[src/rtl/voting_if.sv]
// Voter-side bus of voting_session_ctrl: session control, ballot requests/grants and result.
interface voting_if #(
  parameter int NUM_VOTERS = 8
);
  logic                    start;
  logic                    close;
  logic [NUM_VOTERS-1:0]   req;
  logic [2*NUM_VOTERS-1:0] ballot;
  logic [NUM_VOTERS-1:0]   gnt;
  logic                    busy;
  logic                    done;
  logic [1:0]              winner;
  logic                    tie;
  logic [11:0]             tally;

  modport master (
    output start, close, req, ballot,
    input  gnt, busy, done, winner, tie, tally
  );

  modport slave (
    input  start, close, req, ballot,
    output gnt, busy, done, winner, tie, tally
  );
endinterface

[src/rtl/voting_session_ctrl.sv]
// Voting session controller: round-robin ballot collection, 3-candidate tally, winner decision.
// Optional macro VOTE_TIMEOUT_EN adds a COLLECT cycle limit of TIMEOUT_CYCLES.
module voting_session_ctrl #(
  parameter int NUM_VOTERS     = 8,
  parameter int TIMEOUT_CYCLES = 64
) (
  input logic     clk,
  input logic     rst,
  voting_if.slave bus
);
  localparam int PW = 3;

  typedef enum logic [1:0] {IDLE, COLLECT, DECIDE, DONE} state_t;

  state_t                  state;
  logic [NUM_VOTERS-1:0]   voted;
  logic [NUM_VOTERS-1:0]   gnt;
  logic [PW-1:0]           ptr;
  logic [PW-1:0]           gidx;
  logic                    gvalid;
  logic [1:0]              gballot;
  logic [3:0]              ta, tb, tc;
  logic                    busy_q, done_q, tie_q;
  logic [1:0]              winner_q;
  logic                    all_voted;
  logic                    timeout;
  logic [1:0]              win_c;
  logic                    tie_c;
  logic [3:0]              mx;

  // Scan offsets from the pointer; the inner loop maps the wrapped offset to a fixed index.
  always_comb begin
    int unsigned ofs;
    gnt     = '0;
    gidx    = '0;
    gvalid  = 1'b0;
    gballot = '0;
    ofs     = 0;
    if (state == COLLECT) begin
      for (int unsigned k = 0; k < NUM_VOTERS; k++) begin
        ofs = 32'(ptr) + k;
        if (ofs >= NUM_VOTERS) ofs = ofs - NUM_VOTERS;
        for (int unsigned i = 0; i < NUM_VOTERS; i++) begin
          if (!gvalid && (i == ofs) && bus.req[i] && !voted[i]) begin
            gvalid  = 1'b1;
            gnt[i]  = 1'b1;
            gidx    = PW'(i);
            gballot = bus.ballot[2*i +: 2];
          end
        end
      end
    end
  end

  assign all_voted = &(voted | gnt);

  always_comb begin
    mx = ta;
    if (tb > mx) mx = tb;
    if (tc > mx) mx = tc;
    win_c = 2'd0;
    tie_c = 1'b0;
    if (mx != 4'd0) begin
      if (ta == mx)      win_c = 2'd1;
      else if (tb == mx) win_c = 2'd2;
      else               win_c = 2'd3;
      tie_c = ((ta == mx) && (tb == mx)) || ((ta == mx) && (tc == mx)) ||
              ((tb == mx) && (tc == mx));
    end
  end

`ifdef VOTE_TIMEOUT_EN
  logic [15:0] tcnt;
  assign timeout = (state == COLLECT) && (tcnt == 16'(TIMEOUT_CYCLES - 1));
`else
  logic unused_timeout_cfg;
  assign unused_timeout_cfg = ^32'(TIMEOUT_CYCLES);
  assign timeout = 1'b0;
`endif

  always_ff @(posedge clk) begin
    if (rst) begin
      state    <= IDLE;
      voted    <= '0;
      ptr      <= '0;
      ta       <= '0;
      tb       <= '0;
      tc       <= '0;
      busy_q   <= 1'b0;
      done_q   <= 1'b0;
      winner_q <= '0;
      tie_q    <= 1'b0;
`ifdef VOTE_TIMEOUT_EN
      tcnt     <= '0;
`endif
    end else begin
      case (state)
        IDLE: begin
          if (bus.start) begin
            state    <= COLLECT;
            voted    <= '0;
            ptr      <= '0;
            ta       <= '0;
            tb       <= '0;
            tc       <= '0;
            winner_q <= '0;
            tie_q    <= 1'b0;
            busy_q   <= 1'b1;
`ifdef VOTE_TIMEOUT_EN
            tcnt     <= '0;
`endif
          end
        end
        COLLECT: begin
          if (gvalid) begin
            voted <= voted | gnt;
            ptr   <= (gidx == PW'(NUM_VOTERS - 1)) ? '0 : gidx + 1'b1;
            case (gballot)
              2'd1:    if (ta != 4'hF) ta <= ta + 4'd1;
              2'd2:    if (tb != 4'hF) tb <= tb + 4'd1;
              2'd3:    if (tc != 4'hF) tc <= tc + 4'd1;
              default: ;
            endcase
          end
`ifdef VOTE_TIMEOUT_EN
          tcnt <= tcnt + 16'd1;
`endif
          if (all_voted || bus.close || timeout) state <= DECIDE;
        end
        DECIDE: begin
          winner_q <= win_c;
          tie_q    <= tie_c;
          busy_q   <= 1'b0;
          done_q   <= 1'b1;
          state    <= DONE;
        end
        default: begin
          done_q <= 1'b0;
          state  <= IDLE;
        end
      endcase
    end
  end

  assign bus.gnt    = gnt;
  assign bus.busy   = busy_q;
  assign bus.done   = done_q;
  assign bus.winner = winner_q;
  assign bus.tie    = tie_q;
  assign bus.tally  = {tc, tb, ta};
endmodule
[src/flat_wrapper.sv]
// flat-port wrapper written by rule: the top's interface ports become plain ports
module voting_session_ctrl_flat 
#(
  parameter int NUM_VOTERS     = 8,
  parameter int TIMEOUT_CYCLES = 64
)
  (clk, rst, bus_start, bus_close, bus_req, bus_ballot, bus_gnt, bus_busy, bus_done, bus_winner, bus_tie, bus_tally);
  voting_if #(.NUM_VOTERS(NUM_VOTERS)) bus_i ();
  input logic clk;
  input logic rst;
  input wire logic [$bits(bus_i.start)-1:0] bus_start;
  input wire logic [$bits(bus_i.close)-1:0] bus_close;
  input wire logic [$bits(bus_i.req)-1:0] bus_req;
  input wire logic [$bits(bus_i.ballot)-1:0] bus_ballot;
  output wire logic [$bits(bus_i.gnt)-1:0] bus_gnt;
  output wire logic [$bits(bus_i.busy)-1:0] bus_busy;
  output wire logic [$bits(bus_i.done)-1:0] bus_done;
  output wire logic [$bits(bus_i.winner)-1:0] bus_winner;
  output wire logic [$bits(bus_i.tie)-1:0] bus_tie;
  output wire logic [$bits(bus_i.tally)-1:0] bus_tally;
  assign bus_i.start = bus_start;
  assign bus_i.close = bus_close;
  assign bus_i.req = bus_req;
  assign bus_i.ballot = bus_ballot;
  assign bus_gnt = bus_i.gnt;
  assign bus_busy = bus_i.busy;
  assign bus_done = bus_i.done;
  assign bus_winner = bus_i.winner;
  assign bus_tie = bus_i.tie;
  assign bus_tally = bus_i.tally;
  voting_session_ctrl #(.NUM_VOTERS(NUM_VOTERS), .TIMEOUT_CYCLES(TIMEOUT_CYCLES)) u_core (.clk(clk), .rst(rst), .bus(bus_i));
endmodule
[config.mk]
export PLATFORM = sky130hd
export DESIGN_NAME = voting_session_ctrl_flat
export DESIGN_NICKNAME = d
export VERILOG_FILES = /design/src/rtl/voting_if.sv /design/src/rtl/voting_session_ctrl.sv /design/src/flat_wrapper.sv
export SDC_FILE = /design/constraint.sdc
export NUM_CORES = 1
export LEC_CHECK = 0
export ABC_CLOCK_PERIOD_IN_PS = 10050
export CAP_MARGIN = 30
export CORE_MARGIN = 4
export CORE_UTILIZATION = 30
export CTS_BUF_LIST = sky130_fd_sc_hd__clkbuf_4
export DETAILED_ROUTE_END_ITERATION = 6
export GPL_TIMING_DRIVEN = 0
export PLACE_DENSITY = 0.58
export SYNTH_ARGS = -nofsm -noshare
export SYNTH_HDL_FRONTEND = slang
export SYNTH_SLANG_ARGS = --single-unit
[constraint.sdc]
create_clock -name clk -period 10.05 [get_ports clk]
set_input_delay 3.015 -clock clk [delete_from_list [all_inputs] [get_ports clk]]
set_output_delay 3.015 -clock clk [all_outputs]
set_load 0.005 [all_outputs]
Word level (Yosys, flattened, before mapping)
Cells that the tools add are included.
- register bits: 30
- output and inout bits: 25
- $add $sub $neg: 19
- magnitude comparators: 10
- equal/unequal tests: 77
- mux-type cells: 373
- bitwise logic cells: 1
- reduce and logical (&&, ||, !) cells: 288
- operators by type and width (kind ; count):
    3-bit by 32-bit == test with 1-bit output, first input constant ; 32
    2-bit by 32-bit == test with 1-bit output, first input constant ; 16
    32-bit 2-to-1 mux ; 16
    1-bit by 32-bit == test with 1-bit output, first input constant ; 8
    32-bit logical NOT ; 8
    32-bit by 4-bit greater-or-equal comparator with 1-bit output, second input constant ; 7
    32-bit by 4-bit subtractor with 32-bit output, second input constant ; 7
    1-bit 2-to-1 mux ; 196
    1-bit logical AND ; 194
    3-bit 2-to-1 mux ; 64
    2-bit 2-to-1 mux ; 72
    1-bit logical NOT ; 71
    4-bit 2-to-1 mux ; 12
    8-bit 2-to-1 mux ; 3
    4-bit one-hot mux with 2 select lines ; 3
    3-bit by 3-bit adder with 4-bit output, second input constant ; 4
    2-bit inequality test, second input constant ; 8
    8-bit one-hot mux with 2 select lines ; 1
    5-bit AND reduction ; 3
    4-bit by 1-bit adder with 4-bit output, second input constant ; 3
    4-bit == test ; 3
    4-bit inequality test, second input constant ; 3
    3-bit by 2-bit adder with 4-bit output, second input constant ; 2
    4-bit greater-than comparator ; 2
    other kinds (21) ; 30

Logic depth before layout (Yosys ltp)
Gate-level depths: netlist of run 1.
- depth after elaboration: 391
- gate-level depth with buffers: 25

Least setup slack after synthesis of run 1
OpenSTA, ideal clock, no wires.
- kind: input port to output port
- start: input port bus_req[2]
- end: output port bus_gnt[7]
- arrival: 5.769 ns
- required time: 7.035 ns
- setup slack: 1.266 ns
- cell stages on the path: 11
- path buffers: 1
- path through: or3b_2 > or2_2 > clkbuf_1 > and4_1 > nand3_1 > or3_1 > nor2_1 > nand2_1 > nand2_1 > a2111oi_0 > nor2_1
- word-level cells in the longest chain between the ends: 370
- ends and longest elaborated chain (element ; RTL line ; RTL):
    start, declared ; flat_wrapper.sv:13 ; input wire logic [$bits(bus_i.req)-1:0] bus_req;
    1-bit logical AND (2 in a row) ; voting_session_ctrl.sv:44 ; if (!gvalid && (i == ofs) && bus.req[i] && !voted[i]) begin
    1-bit 2-to-1 mux ; voting_session_ctrl.sv:44 ;
    1-bit 2-to-1 mux ; voting_session_ctrl.sv:39 ; if (state == COLLECT) begin
    1-bit logical NOT ; voting_session_ctrl.sv:44 ;
    1-bit logical AND (3 in a row) ; voting_session_ctrl.sv:44 ;
    1-bit 2-to-1 mux ; voting_session_ctrl.sv:44 ;
    1-bit 2-to-1 mux ; voting_session_ctrl.sv:39 ;
    1-bit logical NOT ; voting_session_ctrl.sv:44 ;
    [... 347 more ...] ; n/a ;
    1-bit logical NOT ; voting_session_ctrl.sv:44 ;
    1-bit logical AND (3 in a row) ; voting_session_ctrl.sv:44 ;
    1-bit 2-to-1 mux ; voting_session_ctrl.sv:44 ;
    1-bit 2-to-1 mux ; voting_session_ctrl.sv:39 ;
    1-bit logical NOT ; voting_session_ctrl.sv:44 ;
    1-bit logical AND (3 in a row) ; voting_session_ctrl.sv:44 ;
    1-bit 2-to-1 mux * ; voting_session_ctrl.sv:44 ;
    8-bit 2-to-1 mux * ; voting_session_ctrl.sv:39 ;
    end, declared ; flat_wrapper.sv:15 ; output wire logic [$bits(bus_i.gnt)-1:0] bus_gnt;
Mark *: on every way between the ends. The rest lies on a longest branch, timed or not. The select of a mux whose other input is x is not followed.

Worst setup path after layout of run 1
- start: input port bus_req[2]
- end: output port bus_gnt[5]
- word-level cells in the longest chain between the ends: 358
- ends and longest elaborated chain (element ; RTL line):
    1-bit logical AND (2 in a row) ; voting_session_ctrl.sv:44
    1-bit 2-to-1 mux ; voting_session_ctrl.sv:44
    1-bit 2-to-1 mux ; voting_session_ctrl.sv:39
    1-bit logical NOT ; voting_session_ctrl.sv:44
    1-bit logical AND (3 in a row) ; voting_session_ctrl.sv:44
    1-bit 2-to-1 mux ; voting_session_ctrl.sv:44
    1-bit 2-to-1 mux ; voting_session_ctrl.sv:39
    1-bit logical NOT ; voting_session_ctrl.sv:44
    [... 335 more ...] ; n/a
    1-bit logical NOT ; voting_session_ctrl.sv:44
    1-bit logical AND (3 in a row) ; voting_session_ctrl.sv:44
    1-bit 2-to-1 mux ; voting_session_ctrl.sv:44
    1-bit 2-to-1 mux ; voting_session_ctrl.sv:39
    1-bit logical NOT ; voting_session_ctrl.sv:44
    1-bit logical AND (3 in a row) ; voting_session_ctrl.sv:44
    1-bit 2-to-1 mux * ; voting_session_ctrl.sv:44
    8-bit 2-to-1 mux * ; voting_session_ctrl.sv:39
Marks and branches as above.

==> metrics.txt, run 1 <==
status finished, violations left; failing checks DRC; Min-Delay Path Class flop to flop; CTS tree done; Period Utilization, post-route 99.3%; number of synthesized flops with an enable pin 0; CP endpoint kind output port; Hold WS 0.467 ns; Placeable Area 17400 um^2; Total Routing Usage GR 26.5%; pwr dens 102 nW/um^2; IO Pins 53; Fin. Hold Viols 0; hold buffers post-CTS 0; Die Wd 141 um; slowest CP cell nor3_1; crit-path max cell delay 0.84 ns; # port buffers 41; DR WL/cell 25.5 um; worst vdd ir 0.113 mV; die area 20000 um^2; post-route ant nets 0; Inserted Clock Buffers 5; Required @ worst endpoint 7.04 ns; Setup crit start kind primary input; vias in the first global route 6808; arrival time worst endpoint 6.97 ns; Worst Tran Pin Value 1.16 ns; Initial Util 30.8%; Yosys warning total 0; most common flop cell mapped by yosys dfxtp_1; Rows 48; Pwr Total 0.650 mW; first-pass GRT wire length 41.2 mm; Synth Instances 808; # clock sinks 30; Avg Cell Area, Syn 6.61 um^2; post-synthesis register bit count 30; Synth Cell Area 5340 um^2; Leak Pwr 2.24 nW; CTS root buffer clkbuf_4; Initial DRT Pass Iterations 7; Worst-Skew Late Latency 0.34 ns; Max Fanout on Critical Path 10; post-synth cell types 80; number of vias per cell 6.76; most common cell after layout, fill and taps aside nor2_1; Period minus WS final 9.98 ns; most frequent cells in the layout 84 x nor2_1, 76 x nand2_1, 46 x a21oi_1; Design Area, Final 6370 um^2; asr flop ratio synth 0%; Final Skew 0.00942 ns; initial antenna violation count 0; final WL 27.8 mm; initial detailed-routing violation count 1248; H-Tree Depth 2; # fillers 1907; largest net degree at the start of global routing 11; Slew headroom 22.3%; CTS clk-pin slew, worst paths 0.10 ns; crit path cell chain clkdlybuf4s50_1, nand2b_1, nor3_1, nor4_4, nand3_2, clkbuf_2, nor4_1, nor4_1, nand4_1, and2_1, clkdlybuf4s50_1; clk buf depth 2; via count 7384; routability-driven placement congestion ratio 1.06; Setup Viol. Count Final 0; P&R area growth vs syn 19.1%; fin. max-slew vios 0; layout cells sized above 1 9.92%; Die Ht 141 um; largest area contributor in the synthesized netlist dfxtp_1; DP Area 6040 um^2; sequential area share after synthesis 11.2%; diode count 0; worst setup path class primary input to output port; grt total ovfl 0; max-cap check violation count 0; DR DRC count 1; top achievable clock speed 100 MHz; ranking of synthesized cells by area dfxtp_1 11%, nor2_1 6.0%, nand2_1 5.3%; Final HPWL DP 21.3 mm; nets@finish 916; area share of the largest cell type after synthesis 11.2%; Synthesized Nets 858
-- final timing paths --
check / start / to / slack, ns / cells past startpoint
setup reg to reg: u_core.ptr[1] / u_core.tb[0] / 3.82 / 19
hold / removal: u_core.bus.winner[0] / u_core.bus.winner[0] / 0.47 / 2
setup / recovery: bus_req[2] / bus_gnt[5] / 0.07 / 11
hold reg to reg: u_core.bus.winner[0] / u_core.bus.winner[0] / 0.47 / 2
-- area by class of cell --
| cell class | count | area (um^2) | share of cell area [%] |
|---|---|---|---|
| Inverter | 29 | 109 | 1.71 |
| Sequential cell | 30 | 601 | 9.43 |
| Multi-Input combinational cell | 696 | 4560 | 71.7 |
| Timing Repair Buffer | 56 | 527 | 8.27 |
| Buffer | 48 | 231 | 3.64 |
| Tap cell | 225 | 282 | 4.42 |
| Clock buffer | 6 | 45.0 | 0.708 |
| Clock inverter | 2 | 8.76 | 0.138 |
-- sequential cells by signal, indices dropped and copies added (netlist names) --
| name | cells |
|---|---|
| u_core.ta | 4 |
| u_core.bus.busy | 1 |
| u_core.bus.done | 1 |
| u_core.tb | 4 |
| u_core.voted | 8 |
| u_core.ptr | 3 |
| u_core.tc | 4 |
| u_core.bus.winner | 2 |
| u_core.state | 2 |
| u_core.bus.tie | 1 |
-- stage by stage --
step,cells,TNS [ns],worst slack (ns),util (%)
2_1_floorplan,808,0,1.27,-
3_3_place_gp,1074,-4.80,-1.25,34.8
3_5_place_dp,1074,-3.04,-0.570,34.8
4_1_cts,1088,-0.0454,-0.0454,36.1
5_1_grt,1092,-0.00991,-0.00991,36.7
6_report,1092,0,0.0686,36.7
-- cells in the mapped netlist (5+ instances only) --
| cell | instances |
|---|---|
| nor2_1 | 86 |
| nand2_1 | 76 |
| a21oi_1 | 47 |
| nand3_1 | 46 |
| nor3_1 | 44 |
| clkbuf_1 | 31 |
| dfxtp_1 | 30 |
| inv_1 | 29 |
| o21ai_0 | 23 |
| ha_1 | 22 |
| nand4_1 | 22 |
| nand2b_1 | 20 |
| nor4_1 | 20 |
| a22oi_1 | 19 |
| o22ai_1 | 16 |
| nor2b_1 | 13 |
| nand3b_1 | 12 |
| o211ai_1 | 12 |
| or3_1 | 12 |
| a211oi_1 | 11 |
| a31oi_1 | 11 |
| buf_2 | 11 |
| and3_1 | 10 |
| mux2i_1 | 10 |
| a22o_1 | 9 |
| xnor2_1 | 9 |
| a211o_1 | 8 |
| and2_1 | 8 |
| nor3b_1 | 8 |
| a221oi_1 | 7 |
| buf_1 | 7 |
| o21a_1 | 6 |
| o32ai_1 | 6 |
| or4_1 | 6 |
| o211a_1 | 5 |
| o41ai_1 | 5 |
-- timing repair --
item / CTS / global route
resized for setup: 22 / 20
endpoints found under the setup margin: 8 / 8
pin swaps: 4 / 6
cloned: 0 / 0
setup buffers: 8 / 7
-- per-layer routing --
metal / global-route usage, % / wire length, um
met1: 36.0 / 11400
met2: 39.6 / 11500
met3: 5.36 / 3310
met4: 13.3 / 1620
met5: 0 / 0
-- critical path, delay by kind of cell --
kind          cells  cell delay [ns]
buf+inv           3             1.28
simple gates      8             2.66
-- power by group --
group          internal (mW)  leakage [nW]  switching, mW  total (mW)
sequential             0.126         0.242        0.00750       0.134
clock                 0.0289        0.0331         0.0437      0.0726
combinational          0.147          1.96          0.296       0.444
total                  0.302          2.24          0.348       0.650
-- cell families after synthesis --
group | count (synthesis) | share of synthesized area [%]
XOR/XNOR | 12 | 1.97
AND/OR/NAND/NOR | 410 | 40.5
buffers and inverters | 82 | 6.44
adder cells (fa/ha/maj) | 23 | 5.34
multiplexers | 14 | 2.72
flip-flops | 30 | 11.2
AO/OA/AOI/OAI | 237 | 31.8
Note: power is estimated with default switching activity, not from simulation.
==> run 2, diff against run 1 <==
Settings changed: CORE_ASPECT_RATIO set to 0.75, HOLD_SLACK_MARGIN set to 0.02.
==> run 2 against run 1 <==
Against the previous run: the run now ends clean; combinational power is 3% higher; count of clock-buffer cells in the layout is 1 lower; clock skew is 0.0060 ns higher; cell area is 0.79% higher; clock power is 1% lower; flip-flop and latch count stayed put; global-route usage is 0.63 points higher; core utilization is 0.77 points higher; sequential power hardly changed; largest power group unchanged.
==> metrics.txt, run 2 (synthesis gave the netlist of run 1 again) <==
Worst R2R End u_core.tb[0]; die area 20000 um^2 (+0.11%); worst r2r src u_core.ptr[1]; layout cells sized above 1 10.3% (+0.43 points); DR DRC count 0 (-1); Crit path buffers/inverters 3 (unchanged); Design Area, Final 6420 um^2 (+0.79%); sequential cell area 601 um^2 (unchanged); P&R area growth vs syn 20.1%; Sw Ratio 54.1% (+0.64 points); min-delay src u_core.bus.winner[0]; Required @ worst endpoint 7.04 ns (about the same); worst vdd ir 0.0888 mV (-22%); fin cells 1106 (+1.3%); crit path cell chain clkdlybuf4s50_1, or3b_2, nor3b_2, a21oi_1, nand4_1, nor2_1, a221o_1, a221oi_1, nand4_1, buf_4, and2_1, clkdlybuf4s50_1; via count 7496 (+1.5%); # port buffers 41 (unchanged); diode count 0 (unchanged); hold buffers post-CTS 0 (unchanged); H-Tree Depth 2 (unchanged); Die Wd 162 um (+15%); Worst Tran Pin Value 1.11 ns (-0.0468 ns); Initial DRT Pass Iterations 6 (-1); Reg power frac 20.2% (-0.4 points); top achievable clock speed 99.7 MHz (-0.53%); worst setup path class primary input to output port; Worst Reg2Reg Path Length in Cells 19 (unchanged); DP Cell Count 1086 (+1.1%); fin. max-slew vios 0 (unchanged); Clk pwr share 10.8% (-0.4 points); Total Routing Usage GR 27.1% (+0.63 points); routability-driven placement congestion ratio 1.08 (+2.3%); Die Ht 124 um (-13%); max reg flops 8 (unchanged); post-route ant nets 0 (unchanged); Gate power share 69.0% (+0.8 points); CTS tree done; most frequent cells in the layout 83 x nor2_1, 76 x nand2_1, 46 x a21oi_1; Final HPWL DP 21.6 mm (+1.0%); Worst-Skew Late Latency 0.34 ns (about the same); Setup Viol. Count Final 0 (unchanged); Rows 41 (-15%); number of vias per cell 6.78 (+0.23%); Final Skew 0.0154 ns (+0.00597 ns); # clock sinks 30 (unchanged); CTS clk-pin slew, worst paths 0.10 ns (about the same); Min-Delay Path Class flop to flop; FF-to-FF setup slack 4.02 ns (+0.20 ns); Psw 0.358 mW (+3.1%); arrival time worst endpoint 7.02 ns (+0.05 ns); Period Utilization, post-route 99.8% (+0.53 points); hold endpoint u_core.bus.winner[0]; Leak Pwr 2.24 nW (about the same); Reg with most FFs u_core.voted; first-pass GRT wire length 41.8 mm (+1.4%); multi-input logic area 4580 um^2 (+0.47%); WHS Path Cells 2 (unchanged); slowest CP cell clkdlybuf4s50_1; Int Pwr 0.304 mW (+0.44%); Initial Util 31.2% (+0.40 points); Crit path max-delay family simple AND/OR/NAND/NOR gates; IO Pins 53 (unchanged); grt total ovfl 0 (unchanged); pwr dens 103 nW/um^2 (+1.1%); CTS root buffer clkbuf_4; most common cell after layout, fill and taps aside nor2_1; vias in the first global route 6777 (-0.46%); initial detailed-routing violation count 1130 (-9.5%); # fillers 1885 (-1.2%); Fin. Hold Viols 0 (unchanged); CP endpoint kind output port; Inserted Clock Buffers 5 (unchanged); Slew headroom 25.4% (+3.1 points); initial antenna violation count 0 (unchanged); crit-path max cell delay 0.55 ns (-0.29 ns); Max Fanout on Critical Path 6 (-4); final WL 28.3 mm (+1.9%); max-cap check violation count 0 (unchanged); Period minus WS final 10.03 ns (+0.0529 ns); nets@finish 919 (+0.33%); DP Area 6060 um^2 (+0.33%); clk buf depth 2 (unchanged); status finished clean; largest net degree at the start of global routing 11 (unchanged); Setup crit start kind primary input; Placeable Area 17100 um^2 (-1.3%); DR WL/cell 25.6 um (+0.57%)
-- run 2: changes by cell type in the layout (fill, tap and decap cells not counted), moves of 2 or more --
cell      change
or4_4         +2
nor4_2        +2
and2_1        +2
nor3_1        -2
nor3_2        +2
a221oi_2      -2
or4_1         -2
-- run 2: cell type report --
| cell class | instances | share of cell area [%] |
|---|---|---|
| Clock inverter | 3 | 0.254 |
| Multi-Input combinational cell | 696 | 71.5 |
| Timing Repair Buffer | 58 | 8.42 |
| Clock buffer | 5 | 0.585 |
| Buffer | 49 | 3.63 |
| Inverter | 29 | 1.70 |
| Sequential cell | 30 | 9.36 |
| Tap cell | 236 | 4.60 |
-- run 2: tightest hold or removal path, cell delays in order (launching register included) --
cell	delay, ns
dfxtp_1	0.32
nand2_1	0.05
a21oi_1	0.05
-- run 2: layer usage --
layer | GRT usage (%) | up-vias | share of wire (%)
li1 | - | 3235 | -
met1 | 39.0 | 3489 | 43
met2 | 35.2 | 675 | 35
met3 | 14.5 | 97 | 19
met4 | 5.12 | 0 | 3.1
met5 | 0 | - | 0
-- run 2: power groups by stage --
stage	combinational [mW]	clock, mW	sequential, mW
floorplan	0.267	0	0.135
global placement	0.406	0	0.137
detailed placement	0.399	0	0.137
CTS	0.419	0.0737	0.134
global route	0.484	0.0810	0.135
finish	0.457	0.0716	0.134
-- run 2: metrics by stage --
stage | hold slack [ns] | setup WS (ns) | utilization [%] | power, mW | TNS (ns)
6_report | 0.458 | 0.0157 | 37.4 | 0.662 | 0
3_3_place_gp | 0.450 | -1.16 | 35.3 | 0.543 | -4.98
5_1_grt | 0.493 | -0.0840 | 37.4 | 0.700 | -0.0840
3_5_place_dp | 0.452 | -0.633 | 35.4 | 0.536 | -3.76
4_1_cts | 0.471 | 0.00975 | 36.8 | 0.627 | 0
2_1_floorplan | 0.448 | 1.27 | - | 0.402 | 0
-- run 2: how the worst max path moves through the flow --
stage                from          to  slack [ns]  cells after the start
3_3_place_gp   bus_req[6]  bus_gnt[7]       -1.16                     11
6_report       bus_req[6]  bus_gnt[3]        0.02                     12
5_1_grt        bus_req[2]  bus_gnt[3]       -0.08                     13
2_1_floorplan  bus_req[2]  bus_gnt[7]        1.27                     11
4_1_cts        bus_req[0]  bus_gnt[0]        0.01                     12
3_5_place_dp   bus_req[3]  bus_gnt[7]       -0.63                     13
-- run 2: timing repair --
item | in CTS | in global routing
setup endpoints to repair | 8 | 8
gates resized for setup | 31 | 14
pin swaps | 6 | 8
buffers inserted | 9 | 6
